--- config.mk ---
export PLATFORM = sky130hd
export DESIGN_NAME = polvecp2bs
export DESIGN_NICKNAME = d
export VERILOG_FILES = /design/src/rtl/saber_pack_pkg.sv /design/src/rtl/slot4_to_40.sv /design/src/rtl/polvecp2bs.sv
export SDC_FILE = /design/constraint.sdc
export NUM_CORES = 1
export LEC_CHECK = 0
export CAP_MARGIN = 5
export CORE_MARGIN = 2
export CORE_UTILIZATION = 57
export CTS_CLUSTER_DIAMETER = 200
export DETAILED_ROUTE_END_ITERATION = 8
export DONT_BUFFER_PORTS = 1
export GPL_TIMING_DRIVEN = 0
export HOLD_SLACK_MARGIN = 0.03
export MAX_ROUTING_LAYER = met4
export PLACE_DENSITY = 0.75
export SKIP_LAST_GASP = 1
export SYNTH_ARGS = -nofsm -noshare
export SYNTH_HDL_FRONTEND = slang
export SYNTH_SLANG_ARGS = --single-unit
--- constraint.sdc ---
create_clock -name clk -period 9.7 [get_ports clk]
set_input_delay 0 -clock clk [delete_from_list [all_inputs] [get_ports clk]]
set_output_delay 0 -clock clk [all_outputs]
set_load 0.01 [all_outputs]
--- src/rtl/saber_pack_pkg.sv ---
// Shared constants and FSM state encoding for the Saber p-domain
// polynomial-vector packer/unpacker pair.
package saber_pack_pkg;

  localparam int unsigned COEFF_BITS_P    = 10;
  localparam int unsigned SLOT_BITS       = 16;
  localparam int unsigned WORD_BITS       = 64;
  localparam int unsigned GROUP_COEFFS    = 32;
  localparam int unsigned GROUP_IN_WORDS  = 8;
  localparam int unsigned GROUP_OUT_WORDS = 5;
  localparam int unsigned BUF_BITS        = GROUP_COEFFS * COEFF_BITS_P;
  localparam int unsigned CHUNK_BITS      = 4 * COEFF_BITS_P;

  typedef enum logic [4:0] {
    ST_IDLE = 5'd0,
    ST_R1   = 5'd1,
    ST_R2   = 5'd2,
    ST_R3   = 5'd3,
    ST_R4   = 5'd4,
    ST_R5   = 5'd5,
    ST_R6   = 5'd6,
    ST_R7   = 5'd7,
    ST_R8   = 5'd8,
    ST_R9   = 5'd9,
    ST_W1   = 5'd10,
    ST_W2   = 5'd11,
    ST_W3   = 5'd12,
    ST_W4   = 5'd13,
    ST_W5   = 5'd14,
    ST_DONE = 5'd15
  } pack_state_e;

endpackage

--- src/rtl/slot4_to_40.sv ---
// Extracts four CB-bit coefficients from their 16-bit slots into one dense
// chunk (slot 0 in the low bits) and flags any set bit above a coefficient.
module slot4_to_40
  import saber_pack_pkg::*;
#(
  parameter int unsigned CB = COEFF_BITS_P
) (
  input  logic [WORD_BITS-1:0] slot_word,
  output logic [4*CB-1:0]      chunk,
  output logic                 range_bad
);

  always_comb begin
    chunk     = '0;
    range_bad = 1'b0;
    for (int unsigned k = 0; k < 4; k++) begin
      chunk[k*CB +: CB] = slot_word[k*SLOT_BITS +: CB];
      range_bad         = range_bad | (|slot_word[k*SLOT_BITS+CB +: SLOT_BITS-CB]);
    end
  end

endmodule

--- src/rtl/polvecp2bs.sv ---
// Packs 768 slotted 10-bit coefficients (192 words) into a dense 120-word
// little-endian stream. Optional range check: POLVECP2BS_RANGE_CHECK_EN.
module polvecp2bs
  import saber_pack_pkg::*;
#(
  parameter int unsigned COEFF_BITS = 10,
  parameter int unsigned IN_WORDS   = 192,
  parameter int unsigned OUT_WORDS  = 120,
  parameter int unsigned ADDR_W     = 9
) (
  input  logic              clk,
  input  logic              rst,
  output logic [ADDR_W-1:0] read_address,
  input  logic [63:0]       read_data,
  output logic [ADDR_W-1:0] write_address,
  output logic [63:0]       write_data,
  output logic              write_en,
  output logic              done,
  output logic              err
);

  localparam logic [ADDR_W-1:0] ADDR_ONE  = ADDR_W'(1);
  localparam logic [ADDR_W-1:0] LAST_READ = ADDR_W'(IN_WORDS);

  pack_state_e           state_q, state_d;
  logic [ADDR_W-1:0]     rd_addr_q, rd_addr_d;
  logic [ADDR_W-1:0]     wr_addr_q, wr_addr_d;
  logic [BUF_BITS-1:0]   buf_q, buf_d;
  logic                  inc_read, load, wr_strobe;
  logic [CHUNK_BITS-1:0] chunk;
  logic                  range_bad;

  // Output count is implied by IN_WORDS; the parameter stays for interface compatibility.
  logic [ADDR_W-1:0] out_words_unused;
  assign out_words_unused = ADDR_W'(OUT_WORDS);

  slot4_to_40 #(.CB(COEFF_BITS)) u_slot (
    .slot_word (read_data),
    .chunk     (chunk),
    .range_bad (range_bad)
  );

  always_comb begin
    state_d   = state_q;
    inc_read  = 1'b0;
    load      = 1'b0;
    wr_strobe = 1'b0;
    unique case (state_q)
      ST_IDLE: state_d = ST_R1;
      ST_R1: begin
        inc_read = 1'b1;
        state_d  = ST_R2;
      end
      ST_R2, ST_R3, ST_R4, ST_R5, ST_R6, ST_R7, ST_R8: begin
        inc_read = 1'b1;
        load     = 1'b1;
        state_d  = pack_state_e'(state_q + 5'd1);
      end
      ST_R9: begin
        load    = 1'b1;
        state_d = ST_W1;
      end
      ST_W1, ST_W2, ST_W3, ST_W4: begin
        wr_strobe = 1'b1;
        state_d   = pack_state_e'(state_q + 5'd1);
      end
      ST_W5: begin
        wr_strobe = 1'b1;
        state_d   = (rd_addr_q == LAST_READ) ? ST_DONE : ST_R1;
      end
      ST_DONE: state_d = ST_DONE;
      default: state_d = ST_IDLE;
    endcase
  end

  always_comb begin
    rd_addr_d = rd_addr_q;
    wr_addr_d = wr_addr_q;
    buf_d     = buf_q;
    if (inc_read) rd_addr_d = rd_addr_q + ADDR_ONE;
    if (wr_strobe) wr_addr_d = wr_addr_q + ADDR_ONE;
    // New chunks enter at the top, so the oldest coefficients drain from bit 0.
    if (load) begin
      buf_d = {chunk, buf_q[BUF_BITS-1:CHUNK_BITS]};
    end else if (wr_strobe) begin
      buf_d = {{WORD_BITS{1'b0}}, buf_q[BUF_BITS-1:WORD_BITS]};
    end
  end

  always_ff @(posedge clk) begin
    if (rst) begin
      state_q   <= ST_IDLE;
      rd_addr_q <= '0;
      wr_addr_q <= '0;
    end else begin
      state_q   <= state_d;
      rd_addr_q <= rd_addr_d;
      wr_addr_q <= wr_addr_d;
    end
  end

  always_ff @(posedge clk) begin
    buf_q <= buf_d;
  end

`ifdef POLVECP2BS_RANGE_CHECK_EN
  logic err_q, err_d;

  always_comb begin
    err_d = err_q | (load & range_bad);
  end

  always_ff @(posedge clk) begin
    if (rst) err_q <= 1'b0;
    else     err_q <= err_d;
  end

  assign err = err_q;
`else
  logic range_unused;
  assign range_unused = range_bad;
  assign err          = 1'b0;
`endif

  assign read_address  = rd_addr_q;
  assign write_address = wr_addr_q;
  assign write_data    = buf_q[WORD_BITS-1:0];
  assign write_en      = wr_strobe;
  assign done          = (state_q == ST_DONE);

endmodule
# Word-level counts from Yosys, hierarchy flattened
# Index checks and enable logic that the tools add are counted.
[word_totals] regBits=343 input_bits=66 output_inout_bits=85
[op_classes] add_sub_neg=3 n_eq_ne=16 n_mux=7 reduce_logical=6
[ops] op="two-way mux 320 bit" count=2
[ops] op="== test 5 x 4 -> 1 bit, second input constant" count=8
[ops] op="one-hot mux 5 bit (6 select lines)" count=1
[ops] op="== test 5 x 3 -> 1 bit, second input constant" count=4
[ops] op="adder 9 x 1 -> 9 bit, second input constant" count=2
[ops] op="OR reduction 8 bit" count=2
[ops] op="OR reduction 11 bit" count=1
[ops] op="== test 5 x 2 -> 1 bit, second input constant" count=2
[ops] op="== test 9 x 8 -> 1 bit, second input constant" count=1
[ops] op="adder 5 x 1 -> 5 bit, second input constant" count=1
[ops] op="== test 5 x 1 -> 1 bit, second input constant" count=1
[ops] op="zero test 5 bit" count=1
[ops] op="OR reduction 5 bit" count=1
[ops] op="two-way mux 4 bit" count=1
[ops] op="two-way mux 1 bit" count=3
[ops] op="nonzero test 2 bit" count=1

# Depth between registers and ports, before layout
# Gate-level depths: netlist of the first run.
[logic_depth] word_depth=5 depth_mapped=8 ltp_nobuf=7

# Hierarchy
# A second synthesis of the first run with hierarchy kept.
[hier_totals] cells_unflattened=943 area_unflattened_um2=15298.4
[by_module_without_submodules] module="polvecp2bs" instances=1 cells_per_inst=895 area_per_inst_um2=14946.8
[by_module_without_submodules] module="slot4_to_40" instances=1 cells_per_inst=48 area_per_inst_um2=351.6

# Worst setup path before layout of the first run
# No wires, ideal clock.
[synth_path] path_kind="register to register" startpoint="reg state_q[0]" endpoint="reg buf_q[0], enable pin" arrival_time_ns=6.835 required_ns=7.329 setup_slack_ns=0.495 stages_incl_launch_ff=9 cell_sequence="dfxtp_1 inv_1 ha_1 o22ai_1 a221oi_2 a21oi_2 buf_2 clkbuf_1 nand2_1"
[synth_between] elab_chain_len=4 word_cells_on_any_way=18 classes_between="eq/ne (13); mux (2); reduce/logical (3)"
[synth_lines] element="start: declaration" line="polvecp2bs.sv:25" source="pack_state_e state_q, state_d;"
[synth_lines] element="start signal: assignment" line="polvecp2bs.sv:96" source="state_q <= state_d;"
[synth_lines] element="== test 5 x 4 -> 1 bit (tied with other cells)" line="polvecp2bs.sv:48" source="unique case (state_q)"
[synth_lines] element="OR reduction 8 bit (no line) or OR reduction 5 bit (tied branches)"
[synth_lines] element="two-way mux 1 bit" line="polvecp2bs.sv:48"
[synth_lines] element="nonzero test 2 bit (no line) *"
[synth_lines] element="end signal: assignment" line="polvecp2bs.sv:103" source="buf_q <= buf_d;"
[synth_lines] element="end: declaration" line="polvecp2bs.sv:28" source="logic [BUF_BITS-1:0] buf_q, buf_d;"
# Mark *: on every way between the ends. The rest lies on a longest branch, timed or not.
# A chain may end at the register's enable or synchronous reset.

# Worst setup path after layout of the first run
[layout_path] startpoint="reg state_q[0]" endpoint="reg buf_q[49], enable pin"
# Same word-level chain as after synthesis.

==> results by group, run 1 <==
Floorplanning
  – Ports: 151
  – Die ar.: 27400 sq um
  – Starting Density: 0.576
  – Die Span X: 166 microns
  – Die Y: 166 microns
  – Core area: 25800 sq um
  – Standard-cell rows: 59

Global route
  – Global routing's busiest layer: met2
  – Gr ovfl total: 0
  – Global Route met3 Usage: 0.0413
  – Met2 GRT Util: 0.315
  – Met1 Use GR: 0.245
  – Number of global-route vias before repair: 7637
  – Initial antenna violation count: 0
  – Largest net degree at the start of global routing: 77
  – Gr usage total: 0.191
  – First-pass GRT wire length: 41100 microns

CTS
  – CTS tree: done
  – CTS Buf Count: 36
  – CTS Buffer Depth: 3
  – Clock transition at path regs: 60 ps
  – CTS sink cnt: 343
  – Setup Buffers After CTS: 0
  – Root Driver: clkbuf_16
  – Skew-Pair Late Insertion Delay: 500 ps
  – CTS H-tree depth: 2

Setup path
  – Crit Path Class: reg2reg
  – Crit. End Element: flip-flop
  – CP Cell Sequence: inv_1 -> ha_1 -> o22ai_1 -> a221oi_2 -> a21oi_2 -> buf_2 -> clkbuf_1 -> nand2_4 -> buf_16 -> buf_16
  – Slowest cell on crit path: nand2_4
  – CP Max Fanout: 66
  – WP data required: 9910 ps
  – R2r startpoint: state_q[0]
  – Crit-path max cell delay: 610 ps
  – Critical path startpoint: state_q[0]
  – Crit path launch type: flip-flop
  – Data arrival, critical path: 4220 ps
  – CP most frequent cell: buf_16

Logic synthesis
  – Area leader, netlist: edfxtp_1
  – Syn Area/Cell: 16.5 sq um
  – Top_reg_cell synth: edfxtp_1
  – Mapped Cells: 900
  – Post-synth EDFFs: 320
  – Post-Syn Nets: 974
  – Number of synthesized register bits: 343
  – Ys async rst share: 0
  – Mapped Area: 14900 sq um
  – Synth warn: 0
  – Post-synth cell types: 42
  – Synth area leaders: edfxtp_1 65%, mux2_1 17%, buf_4 3.3%
  – Sequential-to-total area share from yosys stat: 0.676
  – Top cell type's share of synthesized area: 0.645

STA
  – Worst-margin pin slew: 866 ps
  – Fin worst setup slack: 5690 ps
  – Slew headroom: 0.422
  – Fin crit share: 0.414
  – Fin crit period: 4010 ps
  – Final Hold Fails: 0
  – Max Clk Rate: 249 MHz
  – Layout Skew: 8.69 ps
  – Slew Viols, Final: 0
  – RSZ-0062 raised after global routing: false
  – Endpoints failing setup: 0

Detailed routing
  – Via density per instance: 5.39
  – Post-route DRC: 0
  – Router iterations before antenna repair: 5
  – Post-route ant nets: 0
  – Drt wl/cell: 19.0 microns
  – WL final: 25600 microns
  – First DRT Iteration DRCs: 511
  – Vias: 7237

Placement
  – HPWL after DPL: 17500 microns
  – DP Area: 15400 sq um
  – Gpl congestion: 0.807
  – Place WS: 5710 ps
  – PortBufs: 0

Outcome
  – Status: finished clean

Final layout
  – Most common cell after layout, fill and taps aside: edfxtp_1
  – N_diodes: 0
  – Most frequent cells in the layout: 320 x edfxtp_1, 227 x mux2_1, 73 x nor2b_1
  – Final #Nets: 1057
  – Design Area, Final: 16900 sq um
  – Area Overhead vs Synth: 13.7%
  – Share of layout cells above drive strength 1: 0.187

Worst hold path
  – Hold Path Class: in2reg
  – Hold path start: read_data[7]

Pwr
  – PD cells: 244 nW/um^2
  – Peak supply drop: 0.000139 V
  – Static Leak: 5.80 nW

Job
  – Max Cap Viol: 0
==> cells by family (layout without fill, tap and decap cells) <==
logic type	count (synthesis)	count (layout)	share of synthesized area
fa+ha+maj	8	8	0.00672
buf+inv	117	224	0.0486
compound gates	39	39	0.0176
xor+xnor	2	2	0.00118
flops	343	343	0.676
other cells	1	1	0.000252
mux	265	265	0.200
simple gates	125	125	0.0493
==> report_power, final <==
part           switching, mW  internal (mW)  leakage (nW)  total, mW
Clock                  0.525          0.754         0.527       1.28
Combinational          0.404          0.333          2.12      0.737
Sequential             0.112           2.00          3.16       2.11
==> synth_stat cells (6+ instances only) <==
library cell / instances
edfxtp_1: 320
mux2_1: 227
nor2b_1: 73
buf_4: 65
mux2_2: 37
buf_2: 32
dfxtp_1: 23
a21oi_1: 14
nor2_1: 14
clkbuf_1: 10
inv_1: 10
ha_1: 8
o21ai_0: 7
nand3_1: 6
nor3_1: 6
==> what timing repair did <==
item | in CTS | in global routing
gates resized for setup | 0 | 0
hold buffers | 41 | 0
hold endpoints to repair | 53 | 0
setup endpoints to repair | 0 | 0
==> stage by stage <==
stage          TNS (ps)  hold WS [ps]  power, mW   util  cells
3_5_place_dp          0           216       2.86  0.597   1239
5_1_grt               0           239       4.30  0.655   1342
4_1_cts               0           227       4.16  0.655   1342
2_1_floorplan         0           209       2.74      -    900
6_report              0           245       4.12  0.655   1342
3_3_place_gp    -882390           215       2.94  0.593   1235
==> state kept, by name (all words and copies together) (netlist names) <==
name	count
read_address	9
state_q	5
buf_q	320
write_address	9
==> layout make-up <==
class                   instances  area (sq um)
flip-flops and latches        343         10100
clock inverters                12           111
multi-input cells             440          4110
plain buffers                 107           686
fillers                      1798          8910
clock buffers                  50           975
well taps                     335           419
inverters                      10          37.5
repair buffers                 45           520
==> worst max-delay path, delay by kind of cell (launching register included) <==
kind	cells	cell delay [ps]
AOI/OAI and AO/OA	3	730
adders and majority gates	1	250
buffers and inverters	5	1630
DFF	1	380
and+or+nand+nor	1	610
==> path summary, 6_finish.rpt <==
check	endpoint	cells after the start	slack (ps)
setup / recovery	buf_q[49]	10	5690
hold / removal	buf_q[287]	2	240
setup reg to reg	buf_q[49]	10	5690
hold reg to reg	write_address[7]	2	540
==> per-layer routing <==
layer / share of wire / up-vias
li1: - / 3503
met1: 0.43 / 3499
met2: 0.50 / 190
met3: 0.054 / 45
met4: 0.017 / 0
met5: 0 / -
Power figures use the tool's default switching activity.
==> inputs of run 2 (changes only) <==
==> constraint.sdc (replaced) <==
create_clock -name clk -period 3.6 [get_ports clk]
set_input_delay 0 -clock clk [delete_from_list [all_inputs] [get_ports clk]]
set_output_delay 0 -clock clk [all_outputs]
set_load 0.01 [all_outputs]
==> run 2 against run 1 <==
Die area is the same. First-iteration DRC count grew 17%. Via count decreased by 0.30%. Combinational power rose to 2.7 times the previous value. Count of clock-buffer cells in the layout is 2 lower. Critical path depth shrank 1.
==> results by group, run 2 (synthesis gave the netlist of run 1 again) <==
Setup path
  – CP Cell Sequence: inv_1 -> ha_1 -> o22ai_1 -> a221oi_2 -> a21oi_2 -> buf_4 -> nand2_8 -> buf_16 -> bufbuf_16
  – R2r startpoint: state_q[0]
  – Crit path launch type: flip-flop
  – WP data required: 3820 ps
  – CP Max Fanout: 71
  – Crit Path Class: reg2reg
  – Worst r2r path cells: 9
  – CP endpoint: buf_q[230]
  – Crit. End Element: flip-flop
  – Crit-path max cell delay: 410 ps
  – Reg2reg setup slack: 290 ps
  – Critical path startpoint: state_q[0]
  – Slowest cell on crit path: bufbuf_16
  – RR Endpoint: buf_q[230]
  – Data arrival, critical path: 3530 ps

CTS
  – CTS sink cnt: 343
  – Root Driver: clkbuf_16
  – Clock transition at path regs: 60 ps
  – Skew-Pair Late Insertion Delay: 510 ps
  – CTS Buffer Depth: 3
  – Setup Buffers After CTS: 0
  – CTS Buf Count: 35
  – CTS H-tree depth: 2
  – CTS tree: done

Final layout
  – Most common cell after layout, fill and taps aside: edfxtp_1
  – Design Area, Final: 17000 sq um
  – Most frequent cells in the layout: 320 x edfxtp_1, 227 x mux2_1, 73 x nor2b_1
  – N_diodes: 0
  – Final #Nets: 1055
  – Share of layout cells above drive strength 1: 0.194
  – Area Overhead vs Synth: 14.0%
  – Largest register FFs: 320
  – Top reg by flops: buf_q
  – Final Util: 0.657
  – Filler cell count: 1798

STA
  – RSZ-0062 raised after global routing: false
  – Worst-margin pin slew: 626 ps
  – Max Clk Rate: 302 MHz
  – Fin worst setup slack: 290 ps
  – Fin crit period: 3310 ps
  – Slew headroom: 0.583
  – Slew Viols, Final: 0
  – Endpoints failing setup: 0
  – Fin crit share: 0.919
  – Layout Skew: 14.5 ps
  – Final Hold Fails: 0

Job
  – Max Cap Viol: 0

Floorplanning
  – Core area: 25800 sq um
  – Standard-cell rows: 59
  – Die Y: 166 microns
  – Ports: 151
  – Die Span X: 166 microns
  – Starting Density: 0.576
  – Die ar.: 27400 sq um

Placement
  – Place WS: -503 ps
  – HPWL after DPL: 16900 microns
  – PortBufs: 0
  – Gpl congestion: 0.814
  – DP Area: 15400 sq um

Detailed routing
  – Post-route ant nets: 0
  – WL final: 25500 microns
  – First DRT Iteration DRCs: 599
  – Drt wl/cell: 19.0 microns
  – Router iterations before antenna repair: 4
  – Post-route DRC: 0
  – Via density per instance: 5.38
  – Vias: 7215

Global route
  – First-pass GRT wire length: 41400 microns
  – Gr ovfl total: 0
  – Gr usage total: 0.192
  – Initial antenna violation count: 0
  – Largest net degree at the start of global routing: 122
  – Number of global-route vias before repair: 7503

Pwr
  – Static Leak: 5.83 nW
  – PD cells: 659 nW/um^2
  – Peak supply drop: 0.000608 V

Outcome
  – Status: finished clean

Worst hold path
  – Hold Path Class: in2reg
run 2: cell types whose count changed in the layout (fill, tap and decap cells not counted), sizes merged:
cell      change
buf           -2
bufbuf        +1
clkbuf        -2
clkinv        +1
clkinvlp      +1
inv           +1
run 2: worst max-delay path, delay by kind of cell, from the launching register on:
family | cells | cell delay [ps]
buffers and inverters | 4 | 1230
AO/OA/AOI/OAI | 3 | 760
flip-flops | 1 | 370
AND/OR/NAND/NOR | 1 | 370
adder cells (fa/ha/maj) | 1 | 240
run 2: how the worst min path moves through the flow:
stage / startpoint / endpoint / slack, ps / depth (start not counted)
2_1_floorplan: read_data[0] / buf_q[280] / 210 / 1
3_3_place_gp: read_data[53] / buf_q[315] / 210 / 1
3_5_place_dp: read_data[0] / buf_q[280] / 220 / 1
4_1_cts: read_data[0] / buf_q[280] / 240 / 2
5_1_grt: read_data[0] / buf_q[280] / 240 / 2
6_report: read_data[53] / buf_q[315] / 250 / 2
run 2: per-layer routing:
metal  track usage  wire, microns  vias to the layer above
met5             -              0                        -
met4        0.0457            393                        0
met3        0.0394           1420                       35
met2         0.307          12400                      213
met1         0.255          11400                     3469
li1              -              -                     3498
run 2: timing repair:
| action | in CTS | in global routing |
|---|---|---|
| pin swaps | 0 | 1 |
| gates resized for setup | 1 | 2 |
| hold buffers | 41 | 0 |
| gates cloned | 1 | 1 |
| setup endpoints to repair | 251 | 132 |
| endpoints found under the hold margin | 53 | 0 |
run 2: cell type report:
cell class	count	area, sq um	share of cell area
Inverter	10	37.5	0.00221
Timing Repair Buffer	45	523	0.0308
Clock inverter	15	125	0.00737
Buffer	106	686	0.0404
Multi-Input combinational cell	440	4120	0.243
Clock buffer	48	997	0.0587
Sequential cell	343	10100	0.593
Tap cell	335	419	0.0247
run 2: power by group:
part           switching, mW  internal [mW]  total (mW)
combinational           1.09          0.901        1.99
clock                   1.43           2.09        3.52
sequential             0.298           5.38        5.67
total                   2.82           8.36        11.2
run 2: metrics by stage:
| step | setup TNS [ps] | hold WS, ps | power (mW) | cells |
|---|---|---|---|---|
| detailed placement | -74850 | 216 | 7.68 | 1237 |
| global route | 0 | 235 | 11.7 | 1342 |
| global placement | -301840 | 215 | 7.64 | 1235 |
| floorplan | 0 | 209 | 7.16 | 900 |
| finish | 0 | 250 | 11.2 | 1342 |
| CTS | 0 | 237 | 11.3 | 1341 |
==> inputs of run 3 (changes only) <==
--- a/config.mk
+++ b/config.mk
@@ -14,7 +14,7 @@
 export GPL_TIMING_DRIVEN = 0
 export HOLD_SLACK_MARGIN = 0.03
 export MAX_ROUTING_LAYER = met4
-export PLACE_DENSITY = 0.75
+export PLACE_DENSITY = 0.77
 export SKIP_LAST_GASP = 1
 export SYNTH_ARGS = -nofsm -noshare
 export SYNTH_HDL_FRONTEND = slang
==> run 3 against run 2 <==
Global-route usage increased by 0.13 points. Clock skew rose by 4.3 ps. Sequential share of layout area increased by 0.68 points. Sequential power barely moved. Register-to-register slack worse by 30 ps. Final cell count fell by 0.60%. Critical path depth is 1 lower. Wire length is 1.2% lower. Cell area is 1.1% lower. Hold slack lost 5.7 ps. Critical path type unchanged. Critical endpoint is now buf_q[19]. Largest cell class unchanged. Highest routed layer unchanged.
==> results by group, run 3 (synthesis gave the netlist of run 1 again) <==
STA
  – Fin crit period: 3340 ps
  – Slew Viols, Final: 0
  – Fin worst setup slack: 257 ps
  – Min Hold Slack: 244 ps
  – Layout Skew: 18.8 ps
  – Slew headroom: 0.472
  – Final Hold Fails: 0
  – Endpoints failing setup: 0
  – Fin crit share: 0.929
  – Max Clk Rate: 299 MHz
  – Worst-margin pin slew: 793 ps
  – RSZ-0062 raised after global routing: false

Setup path
  – Buf/Inv on CP: 3
  – Data arrival, critical path: 3490 ps
  – Crit. End Element: flip-flop
  – CP Max Fanout: 125
  – Crit Path Class: reg2reg
  – Crit-path max cell delay: 560 ps
  – Cell family with the largest share of critical-path delay: buffers and inverters
  – WP data required: 3750 ps
  – Crit path launch type: flip-flop
  – Slowest cell on crit path: buf_2
  – CP Cell Sequence: inv_1 -> ha_1 -> o22ai_1 -> a221oi_2 -> a21oi_2 -> buf_2 -> nand2_8 -> buf_16

Final layout
  – Most frequent cells in the layout: 320 x edfxtp_1, 227 x mux2_1, 73 x nor2b_1
  – Area Overhead vs Synth: 12.7%
  – Most common cell after layout, fill and taps aside: edfxtp_1
  – Top reg by flops: buf_q
  – Finished Layout Cells: 1334
  – N_diodes: 0
  – Final #Nets: 1054
  – Largest register FFs: 320
  – Share of layout cells above drive strength 1: 0.180

CTS
  – Skew-Pair Late Insertion Delay: 510 ps
  – Setup Buffers After CTS: 0
  – CTS H-tree depth: 2
  – Root Driver: clkbuf_16
  – CTS Buf Count: 35
  – CTS sink cnt: 343
  – Clock transition at path regs: 60 ps
  – CTS tree: done
  – CTS Buffer Depth: 3

Detailed routing
  – Router iterations before antenna repair: 5
  – Vias: 7255
  – Via density per instance: 5.44
  – Post-route DRC: 0
  – Post-route ant nets: 0
  – First DRT Iteration DRCs: 522
  – Drt wl/cell: 18.9 microns
  – WL final: 25200 microns

Job
  – Max Cap Viol: 0

Outcome
  – Status: finished clean

Pwr
  – Static Leak: 5.73 nW
  – Peak supply drop: 0.000293 V
  – PD cells: 645 nW/um^2

Floorplanning
  – Ports: 151
  – Core area: 25800 sq um
  – Die Y: 166 microns
  – Die Span X: 166 microns
  – Starting Density: 0.576
  – Standard-cell rows: 59
  – Die ar.: 27400 sq um

Global route
  – Gr ovfl total: 0
  – Number of global-route vias before repair: 7685
  – Initial antenna violation count: 0
  – First-pass GRT wire length: 41400 microns
  – Gr usage total: 0.193
  – Largest net degree at the start of global routing: 126

Placement
  – Gpl congestion: 0.812
  – Place WS: -360 ps
  – Cells after DPL: 1237
  – HPWL after DPL: 16900 microns
  – PortBufs: 0

Worst hold path
  – Hold Path Class: in2reg
==> run 3: cell count changes in the layout (fill, tap and decap cells not counted), sizes merged <==
cell / before / now
bufbuf: 1 / 0
nand2: 3 / 4
clkinv: 11 / 8
clkinvlp: 1 / 0
bufinv: 2 / 0
clkbuf: 58 / 56
==> run 3: per-stage QoR <==
step	utilization	total power [mW]	instance area (sq um)	setup TNS (ps)
final	0.650	10.8	16800	0
after global routing	0.650	11.3	16800	0
after CTS	0.650	10.9	16800	0
after detailed placement	0.595	7.68	15400	-64730
after global placement	0.593	7.63	15300	-296600
after floorplan	-	7.16	14900	0
==> run 3: power breakdown <==
| part | internal [mW] | switching [mW] | leakage [nW] |
|---|---|---|---|
| clock network | 1.82 | 1.37 | 0.474 |
| logic | 0.871 | 1.09 | 2.10 |
| registers | 5.38 | 0.297 | 3.16 |
| total | 8.07 | 2.76 | 5.73 |
==> run 3: what timing repair did <==
item | 4_1_cts | 5_1_grt
hold buffers | 41 | 0
hold endpoints to repair | 53 | 0
resized for setup | 0 | 0
endpoints found under the setup margin | 208 | 0
==> run 3: layout make-up <==
type / count / area, sq um
plain buffers: 106 / 682
inverters: 10 / 37.5
clock buffers: 47 / 942
multi-input cells: 441 / 4130
clock inverters: 9 / 38.8
flip-flops and latches: 343 / 10100
fillers: 1843 / 9050
repair buffers: 43 / 465
well taps: 335 / 419
==> run 3: worst paths after layout <==
| check | from | to | slack, ps | cells past startpoint |
|---|---|---|---|---|
| worst min-delay path | read_data[0] | buf_q[280] | 240 | 2 |
| worst max register to register | state_q[0] | buf_q[19] | 260 | 8 |
| worst max-delay path | state_q[0] | buf_q[19] | 260 | 8 |
| worst min register to register | buf_q[223] | buf_q[183] | 550 | 1 |
==> run 3: worst reg2reg max path: cells and delay by family, from the launching register on <==
kind | cells | cell delay [ps]
AO/OA/AOI/OAI | 3 | 720
flip-flops | 1 | 400
buffers and inverters | 3 | 1070
adder cells (fa/ha/maj) | 1 | 250
AND/OR/NAND/NOR | 1 | 420
==> run 3: routing by layer <==
layer  routed length [microns]  GRT usage
met5                         0          -
met4                       514     0.0518
met3                      1200     0.0378
met2                     12300      0.311
met1                     11200      0.254
